==> config.mk <==
export PLATFORM = sky130hd
export DESIGN_NAME = dm_arbiter_flat
export DESIGN_NICKNAME = d
export VERILOG_FILES = /design/src/rtl/func_pkg.sv /design/src/rtl/dm_arbiter_if.sv /design/src/rtl/dm_arbiter_sat_counter.sv /design/src/rtl/dm_arbiter.sv /design/src/flat_wrapper.sv
export SDC_FILE = /design/constraint.sdc
export NUM_CORES = 1
export LEC_CHECK = 0
export CORE_ASPECT_RATIO = 0.75
export CORE_UTILIZATION = 30
export DETAILED_ROUTE_END_ITERATION = 16
export GPL_ROUTABILITY_DRIVEN = 1
export PLACE_DENSITY = 0.71
export SYNTH_ARGS = -nofsm -noshare
export SYNTH_HDL_FRONTEND = slang
export SYNTH_SLANG_ARGS = --single-unit
==> constraint.sdc <==
create_clock -name clk -period 2.3 [get_ports clk]
set_clock_uncertainty 0.05 [all_clocks]
set_input_delay 0.23 -clock clk [delete_from_list [all_inputs] [get_ports clk]]
set_output_delay 0.23 -clock clk [all_outputs]
set_load 0.005 [all_outputs]
==> src/rtl/func_pkg.sv <==
// Shared data-memory types: arbiter FSM states, request bundle and bus widths.
package func_pkg;

  localparam int unsigned DM_ADDR_W = 16;
  localparam int unsigned DM_DATA_W = 32;

  typedef enum logic [0:0] {
    ST_SHARED,
    ST_LOCKED
  } arb_state_t;

  typedef struct packed {
    logic                 we;
    logic [DM_ADDR_W-1:0] addr;
    logic [DM_DATA_W-1:0] d;
  } mem_req_t;

endpackage

==> src/rtl/dm_arbiter_if.sv <==
// Bundle of the core port, the debug/loader port and the DATA_MEMORY port.
interface dm_arbiter_if
  import func_pkg::*;
#(
  parameter int unsigned ADDR_W = DM_ADDR_W,
  parameter int unsigned DATA_W = DM_DATA_W
);

  logic              cpu_req;
  logic              cpu_we;
  logic [ADDR_W-1:0] cpu_addr;
  logic [DATA_W-1:0] cpu_d;
  logic [DATA_W-1:0] cpu_q;
  logic              cpu_stall;

  logic              dbg_req;
  logic              dbg_we;
  logic              dbg_lock;
  logic [ADDR_W-1:0] dbg_addr;
  logic [DATA_W-1:0] dbg_d;
  logic [DATA_W-1:0] dbg_q;
  logic              dbg_ack;

  logic              dm_we;
  logic [ADDR_W-1:0] dm_addr;
  logic [DATA_W-1:0] dm_d;
  logic [DATA_W-1:0] dm_q;

  // Requesters and memory side.
  modport master (
    output cpu_req, cpu_we, cpu_addr, cpu_d,
    input  cpu_q, cpu_stall,
    output dbg_req, dbg_we, dbg_lock, dbg_addr, dbg_d,
    input  dbg_q, dbg_ack,
    input  dm_we, dm_addr, dm_d,
    output dm_q
  );

  // Arbiter side.
  modport slave (
    input  cpu_req, cpu_we, cpu_addr, cpu_d,
    output cpu_q, cpu_stall,
    input  dbg_req, dbg_we, dbg_lock, dbg_addr, dbg_d,
    output dbg_q, dbg_ack,
    output dm_we, dm_addr, dm_d,
    input  dm_q
  );

endinterface

==> src/rtl/dm_arbiter_sat_counter.sv <==
// Saturating up-counter with synchronous clear; holds at MAX once reached.
module sat_counter #(
  parameter int unsigned     WIDTH = 8,
  parameter logic [WIDTH-1:0] MAX  = '1
) (
  input  logic             clk,
  input  logic             rst,
  input  logic             inc,
  input  logic             clr,
  output logic [WIDTH-1:0] cnt
);

  logic [WIDTH-1:0] cnt_q;

  always_ff @(posedge clk) begin
    if (rst || clr) begin
      cnt_q <= '0;
    end else if (inc && (cnt_q != MAX)) begin
      cnt_q <= cnt_q + WIDTH'(1);
    end
  end

  assign cnt = cnt_q;

endmodule

==> src/rtl/dm_arbiter.sv <==
// Single-port DATA_MEMORY arbiter: CPU priority, starvation-forced debug slots,
// and debug burst locking bounded by a lock timeout.
module dm_arbiter
  import func_pkg::*;
#(
  parameter int unsigned ADDR_W       = DM_ADDR_W,
  parameter int unsigned DATA_W       = DM_DATA_W,
  parameter int unsigned STARVE_LIMIT = 4,
  parameter int unsigned MAX_LOCK     = 16
) (
  input  logic         clk,
  input  logic         rst,
  dm_arbiter_if.slave  bus,
  output logic [31:0]  stall_cnt,
  output logic [15:0]  force_cnt
);

  arb_state_t state_q, state_d;
  logic [7:0] wait_cnt;
  logic [7:0] lock_cnt;

  mem_req_t cpu_r, dbg_r, dm_r;
  logic     cpu_gnt, dbg_gnt, force_gnt, forced_rel;
  logic     starve, lock_expired, leave_lock;

  assign cpu_r = '{we: bus.cpu_we, addr: bus.cpu_addr, d: bus.cpu_d};
  assign dbg_r = '{we: bus.dbg_we, addr: bus.dbg_addr, d: bus.dbg_d};

  // Decided from registered counters only, so dm_q never reaches control.
  assign starve       = (wait_cnt == 8'(STARVE_LIMIT));
  assign lock_expired = (lock_cnt == 8'(MAX_LOCK));

  always_comb begin
    cpu_gnt    = 1'b0;
    dbg_gnt    = 1'b0;
    force_gnt  = 1'b0;
    forced_rel = 1'b0;
    state_d    = state_q;

    unique case (state_q)
      ST_SHARED: begin
        if (bus.dbg_req && (!bus.cpu_req || starve)) begin
          dbg_gnt   = 1'b1;
          force_gnt = bus.cpu_req;
        end else begin
          cpu_gnt = bus.cpu_req;
        end
        if (dbg_gnt && bus.dbg_lock) begin
          state_d = ST_LOCKED;
        end
      end
      ST_LOCKED: begin
        if (bus.cpu_req && lock_expired) begin
          cpu_gnt    = 1'b1;
          forced_rel = 1'b1;
        end else if (bus.dbg_req) begin
          dbg_gnt = 1'b1;
        end else begin
          cpu_gnt = bus.cpu_req;
        end
        if (forced_rel || !bus.dbg_req || (dbg_gnt && !bus.dbg_lock)) begin
          state_d = ST_SHARED;
        end
      end
      default: state_d = ST_SHARED;
    endcase

    // Reset cycle: nobody is granted, so no write and no stall.
    if (rst) begin
      cpu_gnt    = 1'b0;
      dbg_gnt    = 1'b0;
      force_gnt  = 1'b0;
      forced_rel = 1'b0;
      state_d    = ST_SHARED;
    end
  end

  always_ff @(posedge clk) begin
    if (rst) begin
      state_q <= ST_SHARED;
    end else begin
      state_q <= state_d;
    end
  end

  assign dm_r          = dbg_gnt ? dbg_r : cpu_r;
  assign bus.dm_we     = (cpu_gnt || dbg_gnt) && dm_r.we;
  assign bus.dm_addr   = dm_r.addr;
  assign bus.dm_d      = dm_r.d;
  assign bus.dbg_ack   = dbg_gnt;
  assign bus.cpu_stall = bus.cpu_req && !cpu_gnt && !rst;
  assign bus.cpu_q     = bus.dm_q;
  assign bus.dbg_q     = bus.dm_q;

  assign leave_lock = (state_q == ST_LOCKED) && (state_d == ST_SHARED);

  sat_counter #(
    .WIDTH (8),
    .MAX   (8'(STARVE_LIMIT))
  ) u_wait_cnt (
    .clk (clk),
    .rst (rst),
    .inc (bus.dbg_req && !dbg_gnt),
    .clr (dbg_gnt || !bus.dbg_req || forced_rel),
    .cnt (wait_cnt)
  );

  sat_counter #(
    .WIDTH (8),
    .MAX   (8'hff)
  ) u_lock_cnt (
    .clk (clk),
    .rst (rst),
    .inc ((state_q == ST_LOCKED) && dbg_gnt && bus.cpu_req),
    .clr (!bus.cpu_req || leave_lock),
    .cnt (lock_cnt)
  );

  sat_counter #(
    .WIDTH (32),
    .MAX   ('1)
  ) u_stall_cnt (
    .clk (clk),
    .rst (rst),
    .inc (bus.cpu_stall),
    .clr (1'b0),
    .cnt (stall_cnt)
  );

  sat_counter #(
    .WIDTH (16),
    .MAX   ('1)
  ) u_force_cnt (
    .clk (clk),
    .rst (rst),
    .inc (force_gnt),
    .clr (1'b0),
    .cnt (force_cnt)
  );

endmodule

==> src/flat_wrapper.sv <==
// flat-port wrapper written by rule: the top's interface ports become plain ports
module dm_arbiter_flat import func_pkg::*;
#(
  parameter int unsigned ADDR_W       = DM_ADDR_W,
  parameter int unsigned DATA_W       = DM_DATA_W,
  parameter int unsigned STARVE_LIMIT = 4,
  parameter int unsigned MAX_LOCK     = 16
)
  (clk, rst, stall_cnt, force_cnt, bus_cpu_req, bus_cpu_we, bus_cpu_addr, bus_cpu_d, bus_cpu_q, bus_cpu_stall, bus_dbg_req, bus_dbg_we, bus_dbg_lock, bus_dbg_addr, bus_dbg_d, bus_dbg_q, bus_dbg_ack, bus_dm_we, bus_dm_addr, bus_dm_d, bus_dm_q);
  dm_arbiter_if #(.ADDR_W(ADDR_W), .DATA_W(DATA_W)) bus_i ();
  input  logic clk;
  input  logic rst;
  output logic [31:0] stall_cnt;
  output logic [15:0] force_cnt;
  input wire logic [$bits(bus_i.cpu_req)-1:0] bus_cpu_req;
  input wire logic [$bits(bus_i.cpu_we)-1:0] bus_cpu_we;
  input wire logic [$bits(bus_i.cpu_addr)-1:0] bus_cpu_addr;
  input wire logic [$bits(bus_i.cpu_d)-1:0] bus_cpu_d;
  output wire logic [$bits(bus_i.cpu_q)-1:0] bus_cpu_q;
  output wire logic [$bits(bus_i.cpu_stall)-1:0] bus_cpu_stall;
  input wire logic [$bits(bus_i.dbg_req)-1:0] bus_dbg_req;
  input wire logic [$bits(bus_i.dbg_we)-1:0] bus_dbg_we;
  input wire logic [$bits(bus_i.dbg_lock)-1:0] bus_dbg_lock;
  input wire logic [$bits(bus_i.dbg_addr)-1:0] bus_dbg_addr;
  input wire logic [$bits(bus_i.dbg_d)-1:0] bus_dbg_d;
  output wire logic [$bits(bus_i.dbg_q)-1:0] bus_dbg_q;
  output wire logic [$bits(bus_i.dbg_ack)-1:0] bus_dbg_ack;
  output wire logic [$bits(bus_i.dm_we)-1:0] bus_dm_we;
  output wire logic [$bits(bus_i.dm_addr)-1:0] bus_dm_addr;
  output wire logic [$bits(bus_i.dm_d)-1:0] bus_dm_d;
  input wire logic [$bits(bus_i.dm_q)-1:0] bus_dm_q;
  assign bus_i.cpu_req = bus_cpu_req;
  assign bus_i.cpu_we = bus_cpu_we;
  assign bus_i.cpu_addr = bus_cpu_addr;
  assign bus_i.cpu_d = bus_cpu_d;
  assign bus_cpu_q = bus_i.cpu_q;
  assign bus_cpu_stall = bus_i.cpu_stall;
  assign bus_i.dbg_req = bus_dbg_req;
  assign bus_i.dbg_we = bus_dbg_we;
  assign bus_i.dbg_lock = bus_dbg_lock;
  assign bus_i.dbg_addr = bus_dbg_addr;
  assign bus_i.dbg_d = bus_dbg_d;
  assign bus_dbg_q = bus_i.dbg_q;
  assign bus_dbg_ack = bus_i.dbg_ack;
  assign bus_dm_we = bus_i.dm_we;
  assign bus_dm_addr = bus_i.dm_addr;
  assign bus_dm_d = bus_i.dm_d;
  assign bus_i.dm_q = bus_dm_q;
  dm_arbiter #(.ADDR_W(ADDR_W), .DATA_W(DATA_W), .STARVE_LIMIT(STARVE_LIMIT), .MAX_LOCK(MAX_LOCK)) u_core (.clk(clk), .rst(rst), .bus(bus_i), .stall_cnt(stall_cnt), .force_cnt(force_cnt));
endmodule
==> run summary <==
ROUTE
----------------------------------------------------------------------------------
Number of DRC violations after detailed routing .....................            0
Routed via count divided by cell count ..............................        5.068
Via count ...........................................................         4946
Routed Wire Length ..................................................     18.23 mm
Average wire per cell in the routed design ..........................     18.68 um
Detailed Route Iter0 Violations .....................................          330
Count of TritonRoute iterations in the first routing pass ...........            4
Count of nets left with antenna violations after detail routing .....            0

CTS
----------------------------------------------------------------------------------
TritonCTS clock tree ................................................        built
Source-to-sink clock delay at the later pin of the worst-skew pair ..      0.33 ns
Buffer levels on the longest clock path .............................            2
Number of buffers created by CTS ....................................            9
Number of clock sinks seen by CTS ...................................           65
Total number of H-tree levels .......................................            3
Clk pin slew, worst setup/hold paths ................................      0.06 ns
Cell chosen for the clock root ......................................    clkbuf_16

WORST HOLD PATH
----------------------------------------------------------------------------------
Path type of the worst min-delay path ............................... primary input to flip-flop
Hold endpoint ....................................................... u_core.u_wait_cnt.cnt[1]
Worst Hold Path Cells ...............................................            3
Start point of the worst hold path ..................................  bus_dbg_req

CRITICAL PATH
----------------------------------------------------------------------------------
Worst r2r src ....................................................... u_core.u_wait_cnt.cnt[0]
Critical R2R Capture ................................................ u_core.u_force_cnt.cnt[15]
Setup crit start kind ...............................................    flip-flop
Crit end category ...................................................  output port
Required time of the critical path ..................................      2.02 ns
Count of cells along the worst register-to-register path ............            9
Top fanout value on the critical path ...............................            6
Critical path arrival ...............................................      2.27 ns
Register-to-register path setup slack ...............................     -0.13 ns
Library cell appearing most often on the critical path ..............        buf_6
Critical Setup Path Class ........................................... flip-flop to output port
Critical path's slowest cell ........................................      o31ai_4
Largest stage delay on the critical path ............................      0.34 ns
Crit-path cells ..................................................... inv_2 > ha_4 > nand4b_1 > o31ai_4 > nor3_4 > buf_6 > buf_6 > buf_16 > mux2_4 > buf_6

CELLS AND AREA
----------------------------------------------------------------------------------
Post-synthesis to final-layout area growth ..........................       76.25%
Final nets ..........................................................          912
Diodes inserted .....................................................            0
Share of final-layout standard cells stronger than drive strength 1 .       0.3660
FF+latch area .......................................................    1308 um^2
Footprint of the multi-input gates ..................................    3035 um^2
Count of non-filler cells in the finished layout ....................          976
Count of fill cells added during filler insertion ...................         1282
Leading cell type in the layout, fill and taps excluded ............. clkdlybuf4s50_1
Commonest cells after routing, fill and taps aside .................. clkdlybuf4s50_1 (148), buf_6 (84), buf_4 (60), dfxtp_1 (60), mux2_4 (48)

GRT
----------------------------------------------------------------------------------
Overall track demand over capacity in global routing ................       0.2190
Number of global-route vias before repair ...........................         4522
Antenna violations before repair ....................................            2
Pin count of the biggest net entering global routing ................           33
Overflow left after global routing ..................................            0
Global-route wire length before repair ..............................     25.76 mm

SYNTH
----------------------------------------------------------------------------------
Gate Count Post-Synth ...............................................          538
Number of enable-type register cells in the synthesized netlist .....            0
Unique cell type count in the Yosys netlist .........................           54
Mean area per synthesized cell ......................................   8.530 um^2
Total of warnings raised by yosys ...................................            0
Async S/R FF share, synth ...........................................            0
Cell area after technology mapping ..................................    4589 um^2
Proportion of synthesized chip area in sequential cells .............       0.2835
Post-synthesis net count ............................................          679
Flip-flop and latch count after synthesis ...........................           65
Leading register cell type out of synthesis .........................      dfxtp_1

TIMING
----------------------------------------------------------------------------------
Clock period minus worst slack ......................................     2.547 ns
Fin. max-slew vios ..................................................            0
Slew @ Worst Pin ....................................................    0.4829 ns
RSZ-0062 raised after global routing ................................          yes
Headroom to the max-slew limit ......................................       0.6697
Final cycle utilization of the critical path ........................        1.108
Final setup violating endpoints .....................................           57
Hold Violations, Final ..............................................            0
Minimum setup slack in the final design .............................   -0.2475 ns
Maximum clock frequency .............................................    392.5 MHz

FLOORPLANNING
----------------------------------------------------------------------------------
Die ar. .............................................................   15800 um^2
Number of placement rows ............................................           38
Die extent in y .....................................................     109.1 um
Placeable Area ......................................................   14690 um^2
Top-level port count ................................................          298
Effective utilization at floorplan ..................................       0.3124
Die extent in x .....................................................     144.8 um

PWR
----------------------------------------------------------------------------------
Areal power density over the cells .................................. 406.8 nW/um^2
Post-layout total power .............................................     3.291 mW
Largest voltage drop on the vdd net .................................    0.3457 mV
Leakage power total .................................................     3.030 nW

PLACED DESIGN
----------------------------------------------------------------------------------
Placer Congestion ...................................................       0.8964
Setup WS pre-CTS ....................................................   -0.4387 ns
Post-DP HPWL ........................................................     12.70 mm
Number of I/O port buffers ..........................................          201
Placed Instances ....................................................          913

STATUS
----------------------------------------------------------------------------------
Run status .......................................................... finished with violations
Violations in the final reports ..................................... setup timing

JOB
----------------------------------------------------------------------------------
Maximum Capacitance Violations ......................................            0

## through the flow
| step | hold slack (ns) | util | setup TNS [ns] | instance area (um^2) |
|---|---|---|---|---|
| final | 0.3707 | 0.5506 | -10.09 | 8089 |
| after global routing | 0.3683 | 0.5506 | -15.23 | 8089 |
| after CTS | 0.3705 | 0.5236 | -12.45 | 7692 |
| after detailed placement | 0.4101 | 0.4590 | -25.35 | 6743 |
| after global placement | 0.4101 | 0.4590 | -25.55 | 6743 |
| after floorplan | 0.3162 | - | 0 | 4592 |
## worst max path at each step
stage	from	endpoint	slack (ns)
after CTS	u_core.u_wait_cnt.cnt[0]	bus_dm_d[30]	-0.38
after global placement	bus_cpu_req	bus_dm_d[24]	-0.44
after detailed placement	bus_cpu_req	bus_dm_addr[9]	-0.44
final	u_core.u_lock_cnt.cnt[1]	bus_dm_d[18]	-0.25
after global routing	u_core.u_wait_cnt.cnt[1]	bus_dm_d[30]	-0.34
after floorplan	u_core.u_lock_cnt.cnt[0]	bus_dm_addr[10]	0.03
## cell usage after synthesis, types with 3 or more instances
| cell | n | area share |
|---|---|---|
| nor3_1 | 5 | 0.0055 |
| o31ai_1 | 20 | 0.033 |
| nand4_1 | 11 | 0.015 |
| nand2_1 | 37 | 0.030 |
| mux2i_1 | 3 | 0.0065 |
| nor2b_1 | 7 | 0.0095 |
| buf_4 | 64 | 0.10 |
| o21ai_0 | 11 | 0.012 |
| nor2_1 | 32 | 0.026 |
| o41ai_1 | 4 | 0.0076 |
| a211oi_1 | 3 | 0.0049 |
| and3_1 | 5 | 0.0068 |
| o311ai_0 | 4 | 0.0076 |
| or3_1 | 12 | 0.016 |
| mux2_2 | 51 | 0.13 |
| or4_1 | 23 | 0.038 |
| and4_1 | 9 | 0.017 |
| inv_1 | 14 | 0.011 |
| ha_1 | 6 | 0.016 |
| dfxtp_1 | 65 | 0.28 |
| nor4_1 | 10 | 0.014 |
| buf_2 | 9 | 0.0098 |
| nand3_1 | 27 | 0.029 |
| o211ai_1 | 6 | 0.0098 |
| a21oi_1 | 35 | 0.038 |
| xnor2_1 | 13 | 0.025 |
| clkbuf_1 | 12 | 0.0098 |
## logic make-up after synthesis
kind of cell               after synthesis  synth area share
muxes                                   54            0.1317
adders and majority gates                6           0.01636
DFF                                     65            0.2835
and+or+nand+nor                        198            0.2489
AOI/OAI and AO/OA                       99            0.1502
xor gates and xnor gates                15           0.02863
buffers and inverters                  101            0.1407
## registers in the layout, indices dropped and copies added, names as in the netlist
register and count:
u_core.u_stall_cnt.cnt 32, u_core.u_wait_cnt.cnt 8, u_core.state_q 1, u_core.u_lock_cnt.cnt 8
u_core.u_force_cnt.cnt 16
## area by class of cell
| cell class | count | share of cell area |
|---|---|---|
| clock inverters | 5 | 0.009745 |
| multi-input cells | 374 | 0.3753 |
| flip-flops and latches | 65 | 0.1616 |
| well taps | 200 | 0.03094 |
| inverters | 14 | 0.006497 |
| clock buffers | 11 | 0.03001 |
| repair buffers | 307 | 0.3859 |
## metal layers
layer | share of wire | track usage | vias up
met4 | 0.023 | 0.07519 | 4
met1 | 0.45 | 0.2988 | 2333
li1 | - | - | 2412
met5 | 0.0015 | 0 | -
met3 | 0.079 | 0.08827 | 25
met2 | 0.45 | 0.3067 | 172
## repair_timing
item	4_1_cts	5_1_grt
resized for setup	322	83
cloned	6	1
pin swaps	7	19
hold buffers	0	0
setup buffers	26	19
endpoints found under the setup margin	56	75
## worst max-delay path, delay by kind of cell (launching register included)
family,cells,cell delay [ns]
buffers and inverters,5,0.59
AOI/OAI and AO/OA,1,0.34
DFF,1,0.32
muxes,1,0.31
and+or+nand+nor,2,0.24
adders and majority gates,1,0.13
## where the power goes
part / leakage, nW / switching (mW) / internal, mW / total [mW]
Combinational: 2.34 / 0.219 / 0.456 / 0.675
Clock: 0.159 / 0.509 / 0.977 / 1.49
Sequential: 0.526 / 0.00152 / 1.13 / 1.13
Total: 3.03 / 0.730 / 2.56 / 3.29
(Power assumes the default switching activity.)
